File: src/rtl/metro_mpi_pkg.sv
// Shared types and defaults for the MPI node bridge datapath.
package metro_mpi_pkg;

    localparam int FLIT_W          = 64;
    localparam int DEFAULT_CREDITS = 3;

    typedef logic [FLIT_W-1:0]                       flit_t;
    typedef logic [$clog2(DEFAULT_CREDITS+1)-1:0]    credit_t;

endpackage

File: src/rtl/mpi_credit_tx_if.sv
// Local-port flit handshake plus bridge-side send/credit signals of mpi_credit_tx.
interface mpi_credit_tx_if #(
    parameter int DATA_W     = 64,
    parameter int FIFO_DEPTH = 8,
    parameter int CREDITS    = 3
);
    localparam int CW = $clog2(CREDITS + 1);
    localparam int FW = $clog2(FIFO_DEPTH + 1);

    logic              in_valid_i;
    logic [DATA_W-1:0] in_data_i;
    logic              in_ready_o;
    logic              xfer_en_i;
    logic              yummy_i;
    logic              valid_o;
    logic [DATA_W-1:0] data_o;
    logic [CW-1:0]     credit_o;
    logic [FW-1:0]     fifo_count_o;
    logic              overflow_err_o;

    modport slave (
        input  in_valid_i, in_data_i, xfer_en_i, yummy_i,
        output in_ready_o, valid_o, data_o, credit_o, fifo_count_o, overflow_err_o
    );

    modport master (
        output in_valid_i, in_data_i, xfer_en_i, yummy_i,
        input  in_ready_o, valid_o, data_o, credit_o, fifo_count_o, overflow_err_o
    );

endinterface

File: src/rtl/mpi_flit_fifo.sv
// Synchronous flit FIFO with registered occupancy; head word is read combinationally.
module mpi_flit_fifo #(
    parameter  int DATA_W = 64,
    parameter  int DEPTH  = 8,
    localparam int AW     = $clog2(DEPTH),
    localparam int CNT_W  = $clog2(DEPTH + 1)
) (
    input  logic              clk_i,
    input  logic              rst_i,
    input  logic              push_i,
    input  logic              pop_i,
    input  logic [DATA_W-1:0] wdata_i,
    output logic [DATA_W-1:0] rdata_o,
    output logic [CNT_W-1:0]  count_o,
    output logic              full_o,
    output logic              empty_o
);

    logic [DATA_W-1:0] r_mem [DEPTH];
    logic [AW-1:0]     r_wr_ptr;
    logic [AW-1:0]     r_rd_ptr;
    logic [CNT_W-1:0]  r_count;
    logic              w_push;
    logic              w_pop;

    assign full_o  = (r_count == CNT_W'(DEPTH));
    assign empty_o = (r_count == '0);
    assign count_o = r_count;
    assign rdata_o = r_mem[r_rd_ptr];

    // Guard against writes when full and reads when empty so the count stays consistent.
    assign w_push = push_i & ~full_o;
    assign w_pop  = pop_i & ~empty_o;

    always_ff @(posedge clk_i) begin
        if (w_push) begin
            r_mem[r_wr_ptr] <= wdata_i;
        end
    end

    // Pointers wrap naturally because DEPTH is a power of two.
    always_ff @(posedge clk_i) begin
        if (rst_i) begin
            r_wr_ptr <= '0;
            r_rd_ptr <= '0;
            r_count  <= '0;
        end else begin
            if (w_push) r_wr_ptr <= r_wr_ptr + AW'(1);
            if (w_pop)  r_rd_ptr <= r_rd_ptr + AW'(1);
            case ({w_push, w_pop})
                2'b10:   r_count <= r_count + CNT_W'(1);
                2'b01:   r_count <= r_count - CNT_W'(1);
                default: r_count <= r_count;
            endcase
        end
    end

endmodule

File: src/rtl/mpi_credit_tx.sv
// Credit-gated transmit stage: buffers local flits and releases one per exchange slot while remote credit remains.
module mpi_credit_tx
    import metro_mpi_pkg::*;
#(
    parameter  int DATA_W     = FLIT_W,
    parameter  int FIFO_DEPTH = 8,
    parameter  int CREDITS    = DEFAULT_CREDITS,
    localparam int CW         = $clog2(CREDITS + 1),
    localparam int FW         = $clog2(FIFO_DEPTH + 1)
) (
    input  logic           clk_i,
    input  logic           rst_i,
    mpi_credit_tx_if.slave bus
);

    localparam logic [CW-1:0] CMAX = CW'(CREDITS);

    logic [CW-1:0]     r_credit;
    logic              r_ovf;
    logic              r_vld_p1;
    logic [DATA_W-1:0] r_data_p1;

    logic [DATA_W-1:0] w_head;
    logic [FW-1:0]     w_count;
    logic              w_full;
    logic              w_empty;
    logic              w_push;
    logic              w_send;
    logic              w_cred_ovf;

    // Saturating credit update; a send always has credit, so only the top end needs clamping.
    function automatic logic [CW-1:0] credit_next(input logic [CW-1:0] cur,
                                                  input logic          send,
                                                  input logic          yummy);
        logic [CW-1:0] nxt;
        nxt = cur;
        if (send && !yummy)                  nxt = cur - CW'(1);
        else if (!send && yummy && cur != CMAX) nxt = cur + CW'(1);
        return nxt;
    endfunction

    assign w_push     = bus.in_valid_i & ~w_full;
    assign w_send     = bus.xfer_en_i & ~w_empty & (r_credit != '0);
    assign w_cred_ovf = bus.yummy_i & ~w_send & (r_credit == CMAX);

    mpi_flit_fifo #(
        .DATA_W (DATA_W),
        .DEPTH  (FIFO_DEPTH)
    ) u_fifo (
        .clk_i   (clk_i),
        .rst_i   (rst_i),
        .push_i  (w_push),
        .pop_i   (w_send),
        .wdata_i (bus.in_data_i),
        .rdata_o (w_head),
        .count_o (w_count),
        .full_o  (w_full),
        .empty_o (w_empty)
    );

    // p0 -> p1: popped head is registered and presented to the bridge for one cycle.
    always_ff @(posedge clk_i) begin
        if (rst_i) begin
            r_credit  <= CMAX;
            r_ovf     <= 1'b0;
            r_vld_p1  <= 1'b0;
            r_data_p1 <= '0;
        end else begin
            r_credit <= credit_next(r_credit, w_send, bus.yummy_i);
            r_ovf    <= r_ovf | w_cred_ovf;
            r_vld_p1 <= w_send;
            if (w_send) r_data_p1 <= w_head;
        end
    end

    assign bus.in_ready_o     = ~w_full;
    assign bus.valid_o        = r_vld_p1;
    assign bus.data_o         = r_data_p1;
    assign bus.credit_o       = r_credit;
    assign bus.fifo_count_o   = w_count;
    assign bus.overflow_err_o = r_ovf;

endmodule

File: src/flat_wrapper.sv
// flat-port wrapper written by rule: the top's interface ports become plain ports
module mpi_credit_tx_flat import metro_mpi_pkg::*;
#(
    parameter  int DATA_W     = FLIT_W,
    parameter  int FIFO_DEPTH = 8,
    parameter  int CREDITS    = DEFAULT_CREDITS,
    localparam int CW         = $clog2(CREDITS + 1),
    localparam int FW         = $clog2(FIFO_DEPTH + 1)
)
  (clk_i, rst_i, bus_in_valid_i, bus_in_data_i, bus_xfer_en_i, bus_yummy_i, bus_in_ready_o, bus_valid_o, bus_data_o, bus_credit_o, bus_fifo_count_o, bus_overflow_err_o);
  mpi_credit_tx_if #(.DATA_W(DATA_W), .FIFO_DEPTH(FIFO_DEPTH), .CREDITS(CREDITS)) bus_i ();
  input  logic clk_i;
  input  logic rst_i;
  input wire logic [$bits(bus_i.in_valid_i)-1:0] bus_in_valid_i;
  input wire logic [$bits(bus_i.in_data_i)-1:0] bus_in_data_i;
  input wire logic [$bits(bus_i.xfer_en_i)-1:0] bus_xfer_en_i;
  input wire logic [$bits(bus_i.yummy_i)-1:0] bus_yummy_i;
  output wire logic [$bits(bus_i.in_ready_o)-1:0] bus_in_ready_o;
  output wire logic [$bits(bus_i.valid_o)-1:0] bus_valid_o;
  output wire logic [$bits(bus_i.data_o)-1:0] bus_data_o;
  output wire logic [$bits(bus_i.credit_o)-1:0] bus_credit_o;
  output wire logic [$bits(bus_i.fifo_count_o)-1:0] bus_fifo_count_o;
  output wire logic [$bits(bus_i.overflow_err_o)-1:0] bus_overflow_err_o;
  assign bus_i.in_valid_i = bus_in_valid_i;
  assign bus_i.in_data_i = bus_in_data_i;
  assign bus_i.xfer_en_i = bus_xfer_en_i;
  assign bus_i.yummy_i = bus_yummy_i;
  assign bus_in_ready_o = bus_i.in_ready_o;
  assign bus_valid_o = bus_i.valid_o;
  assign bus_data_o = bus_i.data_o;
  assign bus_credit_o = bus_i.credit_o;
  assign bus_fifo_count_o = bus_i.fifo_count_o;
  assign bus_overflow_err_o = bus_i.overflow_err_o;
  mpi_credit_tx #(.DATA_W(DATA_W), .FIFO_DEPTH(FIFO_DEPTH), .CREDITS(CREDITS)) u_core (.clk_i(clk_i), .rst_i(rst_i), .bus(bus_i));
endmodule
File: config.mk
export PLATFORM = sky130hd
export DESIGN_NAME = mpi_credit_tx_flat
export DESIGN_NICKNAME = d
export VERILOG_FILES = /design/src/rtl/metro_mpi_pkg.sv /design/src/rtl/mpi_credit_tx_if.sv /design/src/rtl/mpi_flit_fifo.sv /design/src/rtl/mpi_credit_tx.sv /design/src/flat_wrapper.sv
export SDC_FILE = /design/constraint.sdc
export NUM_CORES = 1
export LEC_CHECK = 0
export ABC_AREA = 1
export CORE_MARGIN = 1
export CORE_UTILIZATION = 50
export DETAILED_ROUTE_END_ITERATION = 6
export PLACE_DENSITY = 0.71
export RECOVER_POWER = 50
export SLEW_MARGIN = 20
export SYNTH_ARGS = -nofsm -noshare
export SYNTH_HDL_FRONTEND = slang
export SYNTH_SLANG_ARGS = --single-unit
File: constraint.sdc
create_clock -name clk_i -period 4.1 [get_ports clk_i]
set_clock_uncertainty 0.15 [all_clocks]
set_input_delay 0.615 -clock clk_i [delete_from_list [all_inputs] [get_ports clk_i]]
set_output_delay 0.615 -clock clk_i [all_outputs]
set_load 0.02 [all_outputs]
# After elaboration in Yosys (flattened, before gate mapping)
# Memory sizes are Yosys's and may differ from the RTL's. A register that Yosys moved wholly into a read port is not among the register bits.
# Cells that the tools add are included.
# op_classes
n_reduce_logical	9
n_bitwise	11
mux	5
n_addsub	6
n_eq_ne	5
# ops
operator	n
4-bit case mux with 2 select lines	1
1-bit bitwise AND	7
3-bit by 1-bit adder with 3-bit output (second input constant)	2
2-bit nonzero test	3
4-bit by 1-bit adder with 4-bit output (second input constant)	1
2-bit == test (second input constant)	2
4-bit == test (second input constant)	1
4-bit logical NOT	1
2-bit 2-to-1 mux	2
4-bit by 1-bit subtractor with 4-bit output (second input constant)	1
1-bit logical AND	3
1-bit inverter	3
2-bit by 1-bit adder with 2-bit output (second input constant)	1
2-bit by 1-bit == test with 1-bit output (second input constant)	1
1-bit logical NOT	2
1-bit 2-to-1 mux	2
2-bit != test (second input constant)	1
2-bit by 1-bit subtractor with 2-bit output (second input constant)	1
1-bit OR	1
# totals
mem_count	1
ram_bits	512
register_bits	14
# memory_table
memory	depth	width	read_ports	rd_ports_with_merged_regs	write_ports	line	text
u_core.u_fifo.r_mem	8	64	1	1	1	mpi_flit_fifo.sv:19	logic [DATA_W-1:0] r_mem [DEPTH];

# Longest topological paths before layout
# Gate-level depths: netlist of the first run.
# depth
depth_word	9
ltp_mapped	16
mapped_depth_nobuf	14

# Modules after synthesis
# A second synthesis of the first run with hierarchy kept.
# hier_totals
hier_cells	1842
area_unflattened_um2	23022.1
# modules_own_cells
module	instances	cells_each	area_per_inst_um2
mpi_flit_fifo	1	1533	20534.7
mpi_credit_tx	1	309	2487.4

# Worst setup path before layout of the first run
# No wires, ideal clock.
# synth_path
path_kind	register to register
start	register u_core.u_fifo.r_count[0] (netlist: u_core.u_fifo.count_o[0])
end	memory u_core.u_fifo.r_mem[0][0], enable pin
setup_time_ns	0.486
path_slack_ns	-0.443
stages_incl_launch_ff	7
period_less_slack_ns	4.543
arrival_time_ns	3.906
path_cell_list	dfxtp_1 -> nor2_1 -> nand3_1 -> nand2_1 -> inv_1 -> nand2_1 -> nor2_1
# synth_between
elab_chain_len	6
# synth_lines
element	line	text
start: declaration	mpi_flit_fifo.sv:22	logic [CNT_W-1:0] r_count;
start signal: assignment	mpi_flit_fifo.sv:51	2'b10: r_count <= r_count + CNT_W'(1);
start signal: assignment	mpi_flit_fifo.sv:52	2'b01: r_count <= r_count - CNT_W'(1);
start signal: assignment	mpi_flit_fifo.sv:53	default: r_count <= r_count;
4-bit == test (*)	mpi_flit_fifo.sv:26	assign full_o = (r_count == CNT_W'(DEPTH));
1-bit inverter (*)	n/a	
named net bus_in_ready_o	flat_wrapper.sv:18	output wire logic [$bits(bus_i.in_ready_o)-1:0] bus_in_ready_o;
1-bit bitwise AND	mpi_credit_tx.sv:42	assign w_push = bus.in_valid_i & ~w_full;
1-bit bitwise AND (*)	mpi_flit_fifo.sv:32	assign w_push = push_i & ~full_o;
1-bit 2-to-1 mux (*)	mpi_flit_fifo.sv:36	if (w_push) begin
1-bit 2-to-1 mux (not written as such) (*)	mpi_flit_fifo.sv:37	r_mem[r_wr_ptr] <= wdata_i;
end: declaration	mpi_flit_fifo.sv:19	
# The timed path passes the listed nets; every way through them passes the cells marked *.

# Worst setup path in the final report of the first run
# layout_path
start	register u_core.u_fifo.r_count[0] (netlist: u_core.u_fifo.count_o[0])
end	memory u_core.u_fifo.r_mem[5][11], enable pin
# layout_between
elab_chain_len	6
# layout_lines
element	line
4-bit == test (*)	mpi_flit_fifo.sv:26
1-bit inverter (*)	mpi_flit_fifo.sv:32, mpi_credit_tx.sv:42
1-bit bitwise AND	mpi_credit_tx.sv:42
1-bit bitwise AND (*)	mpi_flit_fifo.sv:32
1-bit 2-to-1 mux (*)	mpi_flit_fifo.sv:36
1-bit 2-to-1 mux (not written as such) (*)	mpi_flit_fifo.sv:37
# Every way passes the cells marked *; elsewhere a longest branch is shown, timed or not.

==> results.py, run 1 <==
metrics = {
    "run_status": {
        "status": "finished, violations left",
        "failed_checks": "capacitance limit, slew limit",
    },
    "clock_tree": {
        "tritoncts_num_sinks": 590,
        "ctsHoldBuffers": 0,
        "clock-root-buffer": "clkbuf_16",
        "clock_tree.buffer_depth": 3,
        "clk_latency_worst_skew_pair_ps": 610,
        "post-cts-setup-buffer-count": 0,
        "tritoncts": "done",
        "cts_resized": 0,
        "cts-buffers-inserted": 56,
        "cts.reportedPaths.clkPinSlew_ps": 60,
        "total_number_of_h_tree_levels": 2,
    },
    "logic_synthesis": {
        "asyncSetResetFlopFracSynth_pct": 0,
        "synth-edff-count": 512,
        "yosysTopAreaCellShare_pct": 68.0,
        "yosys_register_bits": 590,
        "seq_area_frac_synth_pct": 74.9,
        "yosysWarningCount": 0,
        "ys_top_cells_by_area": "edfxtp_1, dfxtp_1, o21ai_0",
        "synth_area_sq_um": 22600,
        "ys.flop_type": "edfxtp_1",
        "synth.largest_area_cell": "edfxtp_1",
        "post_synth.cell_area_avg_sq_um": 12.8,
        "synth_cells": 1770,
        "synth_cell_type_count": 23,
        "synthesis.nets": 1844,
    },
    "route": {
        "ant_nets": 0,
        "drt_pre_antenna_iters": 5,
        "ratio_of_routed_vias_to_standard_cells": 5.59,
        "postRouteWirelength_mm": 49.2,
        "routed_wire_length_per_instance_microns": 19.5,
        "detail_route.drc_violations": 0,
        "via_count": 14100,
        "detail_route.iter0.violations": 1384,
    },
    "timing": {
        "finalHoldWorstSlack_ps": 329,
        "grt_setup_unrepaired": "no",
        "period_utilization_post_route_pct": 76.4,
        "achievable-frequency_mhz": 319,
        "finalHoldViolations": 0,
        "postLayoutSetupSlackWorst_ps": 967,
        "tns_ps": 0,
        "drv_slew": 106,
        "worst-slew-pin-transition_ps": 1750,
        "max_slew_margin_pct": -16.6,
        "finalSetupViolCount": 0,
        "post-route-min-period_ps": 3130,
    },
    "min_path": {
        "worst_hold_path.endpoint": "u_core.bus.overflow_err_o$_SDFF_PP0_",
        "timing.hold.worst_path_depth": 1,
        "worst_hold_startpoint": "u_core.bus.overflow_err_o$_SDFF_PP0_",
        "worst_hold_path_type": "flip-flop to flip-flop",
    },
    "global_route": {
        "grt_pass1_wl_mm": 76.8,
        "pin_count_of_the_biggest_net_entering_global_routing": 169,
        "antenna_violations_before_repair": 9,
        "grt_pass1_vias": 13800,
        "globalRouteOverflowTotal": 0,
        "global_route.usage.total_pct": 21.4,
    },
    "critical_path": {
        "timing.reg2reg.setup_slack_ps": 970,
        "worst-r2r-cell-count": 7,
        "critPathArrivalTime_ps": 3180,
        "critical_path.reg2reg.startpoint": "u_core.u_fifo.count_o[0]$_SDFFE_PP0P_",
        "critPathCaptureType": "flip-flop",
        "timing.critical_path.from_type": "flip-flop",
        "worst_ep_required_time_ps": 4140,
        "setup.worst_path.class": "flip-flop to flip-flop",
        "critical_path.reg2reg.endpoint": "u_core.u_fifo.r_mem[5][11]$_DFFE_PP_",
        "critical_path_peak_fanout": 23,
    },
    "cells_and_area": {
        "fin_nets": 1956,
        "finalNonFillerCells": 2528,
        "fin_util_pct": 59.8,
        "post_route_cells_drive_above_1_share_pct": 6.58,
        "postLayoutCellArea_sq_um": 26600,
        "layout-area-overhead-vs-synth_pct": 17.5,
    },
    "placement": {
        "buffer_ports.inserted": 141,
        "hpwlAfterDp_mm": 26.3,
        "place_congestion": 0.769,
        "placedInstanceArea_sq_um": 24600,
        "dp_slack_ps": 1020,
        "placed_cells_incl_taps": 2415,
    },
    "floorplan": {
        "die_w_microns": 215,
        "die_h_microns": 215,
        "std_cell_rows": 77,
        "floorplan.initialDensity_pct": 50.9,
        "core-area_sq_um": 44400,
        "dieArea_sq_um": 46100,
        "top_level_ports": 142,
    },
    "pwr": {
        "overall_power_of_the_completed_layout_mw": 16.6,
        "leakagePower_nw": 8.99,
        "max-vdd-ir-drop_mv": 0.323,
        "power_density_nw_per_um2": 626,
    },
    "flow_run": {
        "drv_cap": 2,
    },
}
report_power, final:
| part | switching (mW) | internal (mW) |
|---|---|---|
| clock network | 2.15 | 3.06 |
| registers | 0.374 | 7.03 |
| logic | 2.58 | 1.44 |
sequential cells by signal (all words and copies together), names as in the netlist:
register                   flops
u_core.u_fifo.r_rd_ptr         3
u_core.u_fifo.r_wr_ptr         3
u_core.bus.valid_o             1
u_core.u_fifo.count_o          4
u_core.bus.overflow_err_o      1
u_core.bus.data_o             64
u_core.bus.credit_o            2
u_core.u_fifo.r_mem          512
worst max-delay path, stage by stage (launching register included):
cell and delay, ps:
dfxtp_1 460, nor2_1 100, nand3_1 100, nand2_1 220
nor2_1 160, inv_1 170, nor2_4 120, clkbuf_1 1250
logic make-up (layout without fill, tap and decap cells):
kind of cell	after synthesis	in the layout	share of synthesized area, %
AOI/OAI and AO/OA	583	583	14.4
xor gates and xnor gates	1	1	0.0388
adders and majority gates	5	5	0.277
buffers and inverters	193	353	3.68
DFF	590	590	74.9
other	0	6	0
and+or+nand+nor	398	398	6.70
cells in the final DEF, fill, tap and decap left out, types with 19 or more instances in the layout:
cell	instances
a21oi_1	126
buf_4	19
clkbuf_1	19
clkbuf_16	61
clkdlybuf4s50_1	34
dfxtp_1	75
dlygate4sd3_1	107
edfxtp_1	512
inv_1	70
nand2_1	85
nor2_1	292
o211ai_1	129
o21ai_0	305
o21ai_1	21
routing by layer:
metal	GRT usage (%)	vias to the layer above	routed length, microns
li1	-	6681	-
met1	29.0	6931	21400
met3	3.28	91	2780
met2	35.4	413	23900
met4	6.83	6	1150
met5	0	-	34
how the worst max path moves through the flow:
stage / start / end / slack [ps]
floorplan: u_core.u_fifo.count_o[0]$_SDFFE_PP0P_ / u_core.u_fifo.r_mem[0][0]$_DFFE_PP_ / -440
global placement: bus_in_valid_i / u_core.u_fifo.r_mem[0][51]$_DFFE_PP_ / 1080
detailed placement: bus_in_valid_i / u_core.u_fifo.r_mem[0][55]$_DFFE_PP_ / 1020
CTS: u_core.u_fifo.r_rd_ptr[0]$_SDFFE_PP0P_ / u_core.bus.data_o[55]$_SDFFE_PP0N_ / 1350
global route: u_core.u_fifo.count_o[0]$_SDFFE_PP0P_ / u_core.u_fifo.r_mem[5][29]$_DFFE_PP_ / 800
finish: u_core.u_fifo.count_o[0]$_SDFFE_PP0P_ / u_core.u_fifo.r_mem[5][11]$_DFFE_PP_ / 970
cells in the mapped netlist (11+ instances only):
library cell and count:
clkbuf_1 64, edfxtp_1 512, o21ai_1 21, nand2_1 85, o21ai_0 305, a21oi_1 126
buf_2 41, o211ai_1 129, nand3_1 11, inv_1 71, dfxtp_1 78, nor2_1 299
final cells by class:
type / instances / area [sq um]
clock inverters: 20 / 183
fillers: 3325 / 17900
inverters: 73 / 282
flip-flops and latches: 590 / 16900
diodes: 6 / 15.0
repair buffers: 174 / 1790
well taps: 592 / 741
clock buffers: 86 / 1710
multi-input cells: 987 / 4880
(Power assumes the default switching activity.)
==> run 2: changes to the inputs <==
- PLACE_DENSITY: 0.71 -> 0.68
- clock period: 4.1 -> 2.95 ns (I/O delays scaled with it)
==> results.py, run 2 (same netlist as run 1, synthesis figures left out) <==
metrics = {
    "route": {
        "routed_wire_length_per_instance_microns": 19.9,
        "via_count": 14100,
        "drt_pre_antenna_iters": 5,
        "ant_nets": 0,
        "detail_route.iter0.violations": 1155,
        "detail_route.drc_violations": 0,
        "ratio_of_routed_vias_to_standard_cells": 5.56,
        "postRouteWirelength_mm": 50.4,
    },
    "global_route": {
        "global_route.usage.total_pct": 22.0,
        "grt_pass1_vias": 13700,
        "pin_count_of_the_biggest_net_entering_global_routing": 191,
        "antenna_violations_before_repair": 7,
        "globalRouteOverflowTotal": 0,
        "grt_pass1_wl_mm": 78.9,
    },
    "min_path": {
        "timing.hold.worst_path_depth": 1,
        "worst_hold_startpoint": "u_core.bus.overflow_err_o$_SDFF_PP0_",
        "worst_hold_path.endpoint": "u_core.bus.overflow_err_o$_SDFF_PP0_",
        "worst_hold_path_type": "flip-flop to flip-flop",
    },
    "critical_path": {
        "path_delay_family": "buffers and inverters",
        "critical_path.reg2reg.startpoint": "u_core.u_fifo.r_rd_ptr[0]$_SDFFE_PP0P_",
        "timing.reg2reg.setup_slack_ps": 430,
        "worst_ep_required_time_ps": 3340,
        "timing.critical_path.buf_inv": 1,
        "setup.worst_path.class": "flip-flop to flip-flop",
        "max_stage_delay_ps": 880,
        "timing.critical_path.from_type": "flip-flop",
        "crit_path_cell_chain": "buf_6 > o21ai_0 > o211ai_1 > nand2_1 > a21oi_1",
        "crit_path_top_delay_cell": "buf_6",
        "critPathCaptureType": "flip-flop",
        "critical_path.reg2reg.endpoint": "u_core.bus.data_o[4]$_SDFFE_PP0N_",
        "critPathArrivalTime_ps": 2910,
        "worst-r2r-cell-count": 5,
        "critical_path_peak_fanout": 190,
    },
    "flow_run": {
        "drv_cap": 0,
    },
    "cells_and_area": {
        "mostFrequentLayoutCells": "edfxtp_1, o21ai_0, nor2_1, o211ai_1, a21oi_1",
        "largest-register": "u_core.u_fifo.r_mem",
        "finalNonFillerCells": 2533,
        "fin_nets": 1964,
        "final_common_cell": "edfxtp_1",
        "post_route_cells_drive_above_1_share_pct": 6.81,
        "largest_register_ffs": 512,
        "layout-area-overhead-vs-synth_pct": 18.3,
    },
    "clock_tree": {
        "total_number_of_h_tree_levels": 2,
        "ctsHoldBuffers": 0,
        "tritoncts_num_sinks": 590,
        "cts.reportedPaths.clkPinSlew_ps": 60,
        "clk_latency_worst_skew_pair_ps": 610,
        "post-cts-setup-buffer-count": 0,
        "clock_tree.buffer_depth": 3,
        "clock-root-buffer": "clkbuf_16",
        "cts-buffers-inserted": 59,
        "cts_resized": 0,
        "tritoncts": "done",
    },
    "timing": {
        "finalSetupViolCount": 0,
        "drv_slew": 0,
        "finalHoldWorstSlack_ps": 355,
        "worst-slew-pin-transition_ps": 1260,
        "period_utilization_post_route_pct": 85.4,
        "max_slew_margin_pct": 16.3,
        "finalHoldViolations": 0,
        "achievable-frequency_mhz": 397,
        "post-route-min-period_ps": 2520,
        "grt_setup_unrepaired": "no",
    },
    "placement": {
        "placed_cells_incl_taps": 2421,
        "buffer_ports.inserted": 141,
        "hpwlAfterDp_mm": 26.8,
        "place_congestion": 0.726,
    },
    "floorplan": {
        "die_w_microns": 215,
        "dieArea_sq_um": 46100,
        "top_level_ports": 142,
        "floorplan.initialDensity_pct": 50.9,
        "die_h_microns": 215,
        "std_cell_rows": 77,
        "core-area_sq_um": 44400,
    },
    "run_status": {
        "status": "finished, final reports clean",
    },
    "pwr": {
        "leakagePower_nw": 8.98,
        "power_density_nw_per_um2": 860,
        "max-vdd-ir-drop_mv": 0.629,
    },
}
run 2: cell type report:
| cell class | count | area [sq um] |
|---|---|---|
| sequential | 590 | 16900 |
| multi-input combinational | 987 | 4890 |
| antenna | 4 | 10.0 |
| fill | 3426 | 17700 |
| clock inverter | 30 | 205 |
| clock buffer | 78 | 1620 |
| tap | 592 | 741 |
| inverter | 73 | 280 |
| timing repair buffer | 179 | 2040 |
run 2: how the worst max path moves through the flow:
stage                                      startpoint                                     to  slack [ps]  depth (start not counted)
6_report       u_core.u_fifo.r_rd_ptr[0]$_SDFFE_PP0P_      u_core.bus.data_o[4]$_SDFFE_PP0N_         430                          5
3_3_place_gp                           bus_in_valid_i   u_core.u_fifo.r_mem[0][17]$_DFFE_PP_         270                          6
4_1_cts         u_core.u_fifo.count_o[0]$_SDFFE_PP0P_                         bus_in_ready_o         450                          3
2_1_floorplan   u_core.u_fifo.count_o[0]$_SDFFE_PP0P_    u_core.u_fifo.r_mem[0][0]$_DFFE_PP_        -570                          6
3_5_place_dp                            bus_xfer_en_i  u_core.u_fifo.count_o[3]$_SDFFE_PP0P_         230                         12
5_1_grt         u_core.u_fifo.count_o[0]$_SDFFE_PP0P_  u_core.u_fifo.count_o[2]$_SDFFE_PP0P_         200                         13
run 2: worst register-to-register path: stages (launching register included):
cell and delay (ps):
dfxtp_1 490, buf_6 880, o21ai_0 530, o211ai_1 200, nand2_1 100, a21oi_1 120
run 2: stage by stage:
stage                     cell area (sq um)  power, mW  utilization, %  TNS, ps  setup WS [ps]
after global placement                24900       16.1            56.1        0            272
after CTS                             26700       23.3            60.2        0            449
after floorplan                       22600       14.0               -  -145000           -566
final                                 26700       23.0            60.2        0            430
after detailed placement              24900       16.2            56.1        0            233
after global routing                  26700       24.1            60.2        0            198
run 2: routing by layer:
| metal | GRT usage (%) | part of all wire (%) | up-vias |
|---|---|---|---|
| met5 | 0 | 0.036 | - |
| met4 | 5.52 | 1.7 | 4 |
| met3 | 3.65 | 5.1 | 72 |
| met2 | 36.6 | 49 | 360 |
| met1 | 30.2 | 45 | 6960 |
| li1 | - | - | 6683 |
run 2: report_power, final:
part,internal (mW),total (mW),switching (mW)
clock network,4.01,7.03,3.02
logic,2.07,5.85,3.78
registers,9.77,10.1,0.324
==> run 3: changes to the inputs <==
- RECOVER_POWER: 50 -> 100
- clock period: 2.95 -> 3 ns (I/O delays scaled with it)
==> results.py, run 3 (same netlist as run 1, synthesis figures left out) <==
metrics = {
    "run_status": {
        "status": "finished, final reports clean",
    },
    "timing": {
        "tns_ps": 0,
        "period_utilization_post_route_pct": 86.6,
        "finalHoldViolations": 0,
        "finalSetupViolCount": 0,
        "achievable-frequency_mhz": 385,
        "worst-slew-pin-transition_ps": 1220,
        "max_slew_margin_pct": 18.9,
        "drv_slew": 0,
        "grt_setup_unrepaired": "no",
        "post-route-min-period_ps": 2600,
    },
    "route": {
        "detail_route.drc_violations": 0,
        "routedLengthMet1_mm": 22.0,
        "wl_met2_mm": 24.9,
        "routed_wire_length_per_instance_microns": 20.0,
        "met3_length_mm": 2.74,
        "postRouteWirelength_mm": 50.7,
        "via_count": 14200,
        "ant_nets": 0,
        "route.top_layer_used": "met5",
        "detail_route.iter0.violations": 1206,
        "drt_pre_antenna_iters": 5,
        "ratio_of_routed_vias_to_standard_cells": 5.60,
    },
    "critical_path": {
        "critPathCaptureType": "flip-flop",
        "setup.worst_path.class": "flip-flop to flip-flop",
        "timing.critical_path.from_type": "flip-flop",
        "path_delay_family": "buffers and inverters",
        "crit_path_top_delay_cell": "clkbuf_4",
        "timing.critical_path.buf_inv": 2,
        "critical-path-top-cell-by-count": "nand2_1",
        "timing.reg2reg.setup_slack_ps": 400,
        "critical_path_peak_fanout": 43,
        "worst_ep_required_time_ps": 3070,
        "max_stage_delay_ps": 680,
        "crit_path_cell_chain": "nor2_1 > nand3_1 > nand2_1 > inv_1 > nand2_1 > nor2_4 > clkbuf_4",
        "critPathArrivalTime_ps": 2670,
    },
    "clock_tree": {
        "clock-root-buffer": "clkbuf_16",
        "cts-buffers-inserted": 57,
        "tritoncts_num_sinks": 590,
        "clock_tree.buffer_depth": 3,
        "cts.reportedPaths.clkPinSlew_ps": 60,
        "tritoncts": "done",
        "clk_latency_worst_skew_pair_ps": 610,
        "cts_resized": 0,
        "total_number_of_h_tree_levels": 2,
        "ctsHoldBuffers": 0,
        "post-cts-setup-buffer-count": 0,
    },
    "global_route": {
        "pin_count_of_the_biggest_net_entering_global_routing": 185,
        "grt_pass1_wl_mm": 77.8,
        "antenna_violations_before_repair": 8,
        "global_route.usage.total_pct": 21.8,
        "grt_pass1_vias": 13700,
        "globalRouteOverflowTotal": 0,
    },
    "floorplan": {
        "floorplan.initialDensity_pct": 50.9,
        "die_w_microns": 215,
        "top_level_ports": 142,
        "dieArea_sq_um": 46100,
        "die_h_microns": 215,
        "std_cell_rows": 77,
        "core-area_sq_um": 44400,
    },
    "pwr": {
        "max-vdd-ir-drop_mv": 0.577,
        "power_density_nw_per_um2": 853,
        "overall_power_of_the_completed_layout_mw": 22.6,
        "leakagePower_nw": 9.05,
    },
    "placement": {
        "place_congestion": 0.727,
        "buffer_ports.inserted": 141,
        "hpwlAfterDp_mm": 26.7,
        "placed_cells_incl_taps": 2420,
    },
    "cells_and_area": {
        "largest-register": "u_core.u_fifo.r_mem",
        "final_common_cell": "edfxtp_1",
        "fin_util_pct": 59.7,
        "mostFrequentLayoutCells": "edfxtp_1, o21ai_0, nor2_1, dlygate4sd3_1, o211ai_1",
        "fin_nets": 1961,
        "finalNonFillerCells": 2533,
        "layout-area-overhead-vs-synth_pct": 17.3,
        "post_route_cells_drive_above_1_share_pct": 6.61,
        "largest_register_ffs": 512,
    },
    "flow_run": {
        "drv_cap": 0,
    },
    "min_path": {
        "worst_hold_path_type": "flip-flop to flip-flop",
    },
}
## run 3: changes by cell type in the layout (fill, tap and decap cells not counted), sizes merged
cell / before / now
inv: 74 / 73
clkdlybuf4s50: 57 / 4
dlygate4sd3: 84 / 137
bufinv: 2 / 4
diode: 4 / 6
buf: 38 / 22
clkinvlp: 3 / 1
clkbuf: 78 / 101
clkinv: 24 / 16
## run 3: final cells by class
type | count | area (sq um)
clock buffer | 86 | 1670
antenna | 6 | 15.0
fill | 3446 | 17900
tap | 592 | 741
clock inverter | 21 | 203
multi-input combinational | 987 | 4850
sequential | 590 | 16900
timing repair buffer | 178 | 1800
inverter | 73 | 280
## run 3: worst reg2reg max path, stage by stage (launching register included)
cell and delay [ps]:
dfxtp_1 450, nor2_1 100, nand3_1 90, nand2_1 220
inv_1 170, nand2_1 190, nor2_4 140, clkbuf_4 680
## run 3: path summary, 6_finish.rpt
path,startpoint,to,cells past startpoint
worst max-delay path,u_core.u_fifo.count_o[0]$_SDFFE_PP0P_,u_core.u_fifo.r_mem[6][45]$_DFFE_PP_,7
worst min-delay path,u_core.bus.overflow_err_o$_SDFF_PP0_,u_core.bus.overflow_err_o$_SDFF_PP0_,1
worst max register to register,u_core.u_fifo.count_o[0]$_SDFFE_PP0P_,u_core.u_fifo.r_mem[6][45]$_DFFE_PP_,7
worst min register to register,u_core.bus.overflow_err_o$_SDFF_PP0_,u_core.bus.overflow_err_o$_SDFF_PP0_,1
## run 3: through the flow
stage / hold WS [ps] / setup slack, ps / instance area, sq um
5_1_grt: 365 / 212 / 26500
2_1_floorplan: 307 / -516 / 22600
4_1_cts: 363 / 502 / 26600
3_3_place_gp: 331 / 349 / 24800
3_5_place_dp: 347 / 297 / 24800
6_report: 347 / 401 / 26500
## run 3: layer usage
layer	track usage, %	vias to the layer above
met5	0	-
met3	3.62	83
li1	-	6690
met4	6.62	2
met1	29.4	7016
met2	36.4	393
## run 3: report_power, final
| group | internal (mW) | switching [mW] |
|---|---|---|
| combinational | 1.87 | 3.73 |
| clock | 4.16 | 2.93 |
| sequential | 9.61 | 0.311 |
==> edit (settings of run 1) <==
`FLIT_W`: 64 -> 68.
--- a/src/rtl/metro_mpi_pkg.sv
+++ b/src/rtl/metro_mpi_pkg.sv
@@ -2,5 +2,5 @@
 package metro_mpi_pkg;
 
-    localparam int FLIT_W          = 64;
+    localparam int FLIT_W          = 68;
     localparam int DEFAULT_CREDITS = 3;
 
Ports: changed (resized bus_data_o and bus_in_data_i); port bits go from 142 to 150. No check against the original RTL was run, so the function may have changed too.
==> edit against run 1 <==
  * Sequential cell count up 36
  * Utilization down 0.29 points
  * Maximum frequency shrank 2.8%
  * Routed wire length is 5.6% higher
  * Largest power group unchanged
  * Worst setup slack got worse by 0.092 ns
  * Power grew 4.7%
  * Global-route usage down 0.18 points
  * The flow still finishes with violations (capacitance limit, slew limit)
  * Via count rose by 6.0%
  * Synthesized area rose by 6.2%
  * Sequential share of layout area up 0.58 points
  * Synthesized cell count grew 5.9%
  * Final area up 5.2%
  * Die area grew 6.1%
  * Critical path type unchanged
==> edit: results (changes against run 1) <==
----------------------------------------------------
[Synthesis]
  Most instantiated flip-flop cell in the synthesis netlist ... sky130_fd_sc_hd__edfxtp_1
  Commonest cells post-synth ... sky130_fd_sc_hd__edfxtp_1 (544), sky130_fd_sc_hd__o21ai_0 (345), sky130_fd_sc_hd__nor2_1 (313), sky130_fd_sc_hd__o211ai_1 (137), sky130_fd_sc_hd__a21oi_1 (134)
  Proportion of synthesized flip-flops having asynchronous set or reset ... 0 (unchanged)
  Cell types occupying the most area after synthesis ... sky130_fd_sc_hd__edfxtp_1 (68%), sky130_fd_sc_hd__o21ai_0 (7.2%), sky130_fd_sc_hd__dfxtp_1 (6.8%)
  Sequential area share after synthesis ... 0.749 (about the same)
  Synth Net Count ... 1,952 (+5.9%)
  Post-synth EDFFs ... 544 (+6.3%)
  Cell variety after synth ... 27 (+17%)
  Total of warnings raised by yosys ... 0 (unchanged)

[Place]
  DP HPWL ... 27.9 mm (+5.9%)
  Number of buffers added on ports ... 149 (+5.7%)
  Placer congestion estimate ... 0.766 (-0.31%)

[Route]
  Total Wirelength ... 51.9 mm (+5.6%)
  Sum of met2 wire segment lengths after detailed routing ... 25.3 mm (+5.9%)
  Drt first pass iters ... 5 (unchanged)
  Vias ... 15,000 (+6.0%)
  Starting DRC count in detailed routing ... 1,396 (+0.87%)
  Routed metal-1 wire length ... 22.5 mm (+5.5%)

[Final layout]
  Multi-input combinational gate total ... 1,041 (+5.5%)
  Core occupancy in the finished layout ... 0.595 (-0.00289)
  ANT cells ... 5 (-1)
  Count of inverters not on the clock network in the layout ... 79 (+8.2%)
  Total of clock buffers placed in the layout ... 96 (+12%)
  Clock-cell share of area ... 0.0687 (-0.00258)
  Fraction of area in multi-input gates ... 0.184 (-0.000226)
  Number of buffers other than clock buffers in the final layout ... 179 (+2.9%)
  Sequential cells ... 626 (+6.1%)
  Ratio of cells with drive above 1 in the final layout ... 0.0598 (-0.00597)
  Area share of buffers outside the clock network ... 0.0651 (-0.00244)

[Global routing]
  Gr usage total ... 0.212 (-0.00182)
  Met2 usage in global routing ... 0.349 (-0.00489)
  Global-route wire length before repair ... 81.3 mm (+5.9%)
  Fraction of met3 tracks used by global routing ... 0.0296 (-0.00316)
  Pin count of the biggest net entering global routing ... 229 (+36%)
  Global routing met1 resource utilization ... 0.290 (about the same)
  Number of antenna violations at the first check in global routing ... 8 (-1)

[Clock network]
  Post-CTS setup buffer count ... 0 (unchanged)
  Number of buffers created by CTS ... 60 (+7.1%)

[Timing]
  Slew Viols, Final ... 14 (-87%)

[Floorplan]
  Number of well taps ... 607 (+2.5%)

[Run status]
  Result of the run ... complete, but fails checks
  Violations in the final reports ... capacitance limit, slew limit

[Pwr]
  Largest voltage drop on the vdd net ... 0.399 mV (+23%)

[Setup path]
  Arr. time, crit path ... 3.35 ns (+0.17 ns)

[Run]
  Maxcap violations ... 1 (-1)

----------------------------------------------------
## edit: cell count changes after synthesis, sizes merged, moves of 5 or more
cell    change
buf         -5
a21oi       +8
o21ai      +21
clkbuf     +13
o211ai      +8
edfxtp     +32
nor2       +14
## edit: cell families (layout without fill, tap and decap cells)
kind of cell             Yosys count  count (layout)  synth area share
XOR/XNOR                           1               1          0.000365
buffers and inverters            207             372            0.0381
AND/OR/NAND/NOR                  414             414            0.0656
other                              0               5                 0
flip-flops                       626             626             0.749
AO/OA/AOI/OAI                    621             621             0.144
adder cells (fa/ha/maj)            5               5           0.00261
## edit: worst max-delay path, stage by stage (launching register included)
cell	delay, ns
sky130_fd_sc_hd__dfxtp_1	0.44
sky130_fd_sc_hd__nor2_1	0.10
sky130_fd_sc_hd__nand3_1	0.09
sky130_fd_sc_hd__nand2_1	0.20
sky130_fd_sc_hd__nor2_1	0.14
sky130_fd_sc_hd__inv_1	0.13
sky130_fd_sc_hd__nor2_1	1.21
sky130_fd_sc_hd__buf_12	0.41
## edit: through the flow
stage               setup slack, ns  cells
finish                        0.875   2651
global route                  0.676   2648
CTS                            1.47   2646
detailed placement            0.888   2532
global placement              0.955   2532
floorplan                    -0.608   1874
## edit: worst paths after layout
kind | endpoint | cells past startpoint | slack [ns] | from
max | u_core.u_fifo.r_mem[5][22] | 7 | 0.88 | u_core.u_fifo.count_o[0]
min | u_core.bus.overflow_err_o | 1 | 0.34 | u_core.bus.overflow_err_o
max reg2reg | u_core.u_fifo.r_mem[5][22] | 7 | 0.88 | u_core.u_fifo.count_o[0]
min reg2reg | u_core.bus.overflow_err_o | 1 | 0.34 | u_core.bus.overflow_err_o
## edit: where the power goes
part	internal [W]	total, W	switching, W
logic	0.00149	0.00430	0.00281
registers	0.00746	0.00778	0.000325
clock network	0.00307	0.00533	0.00226
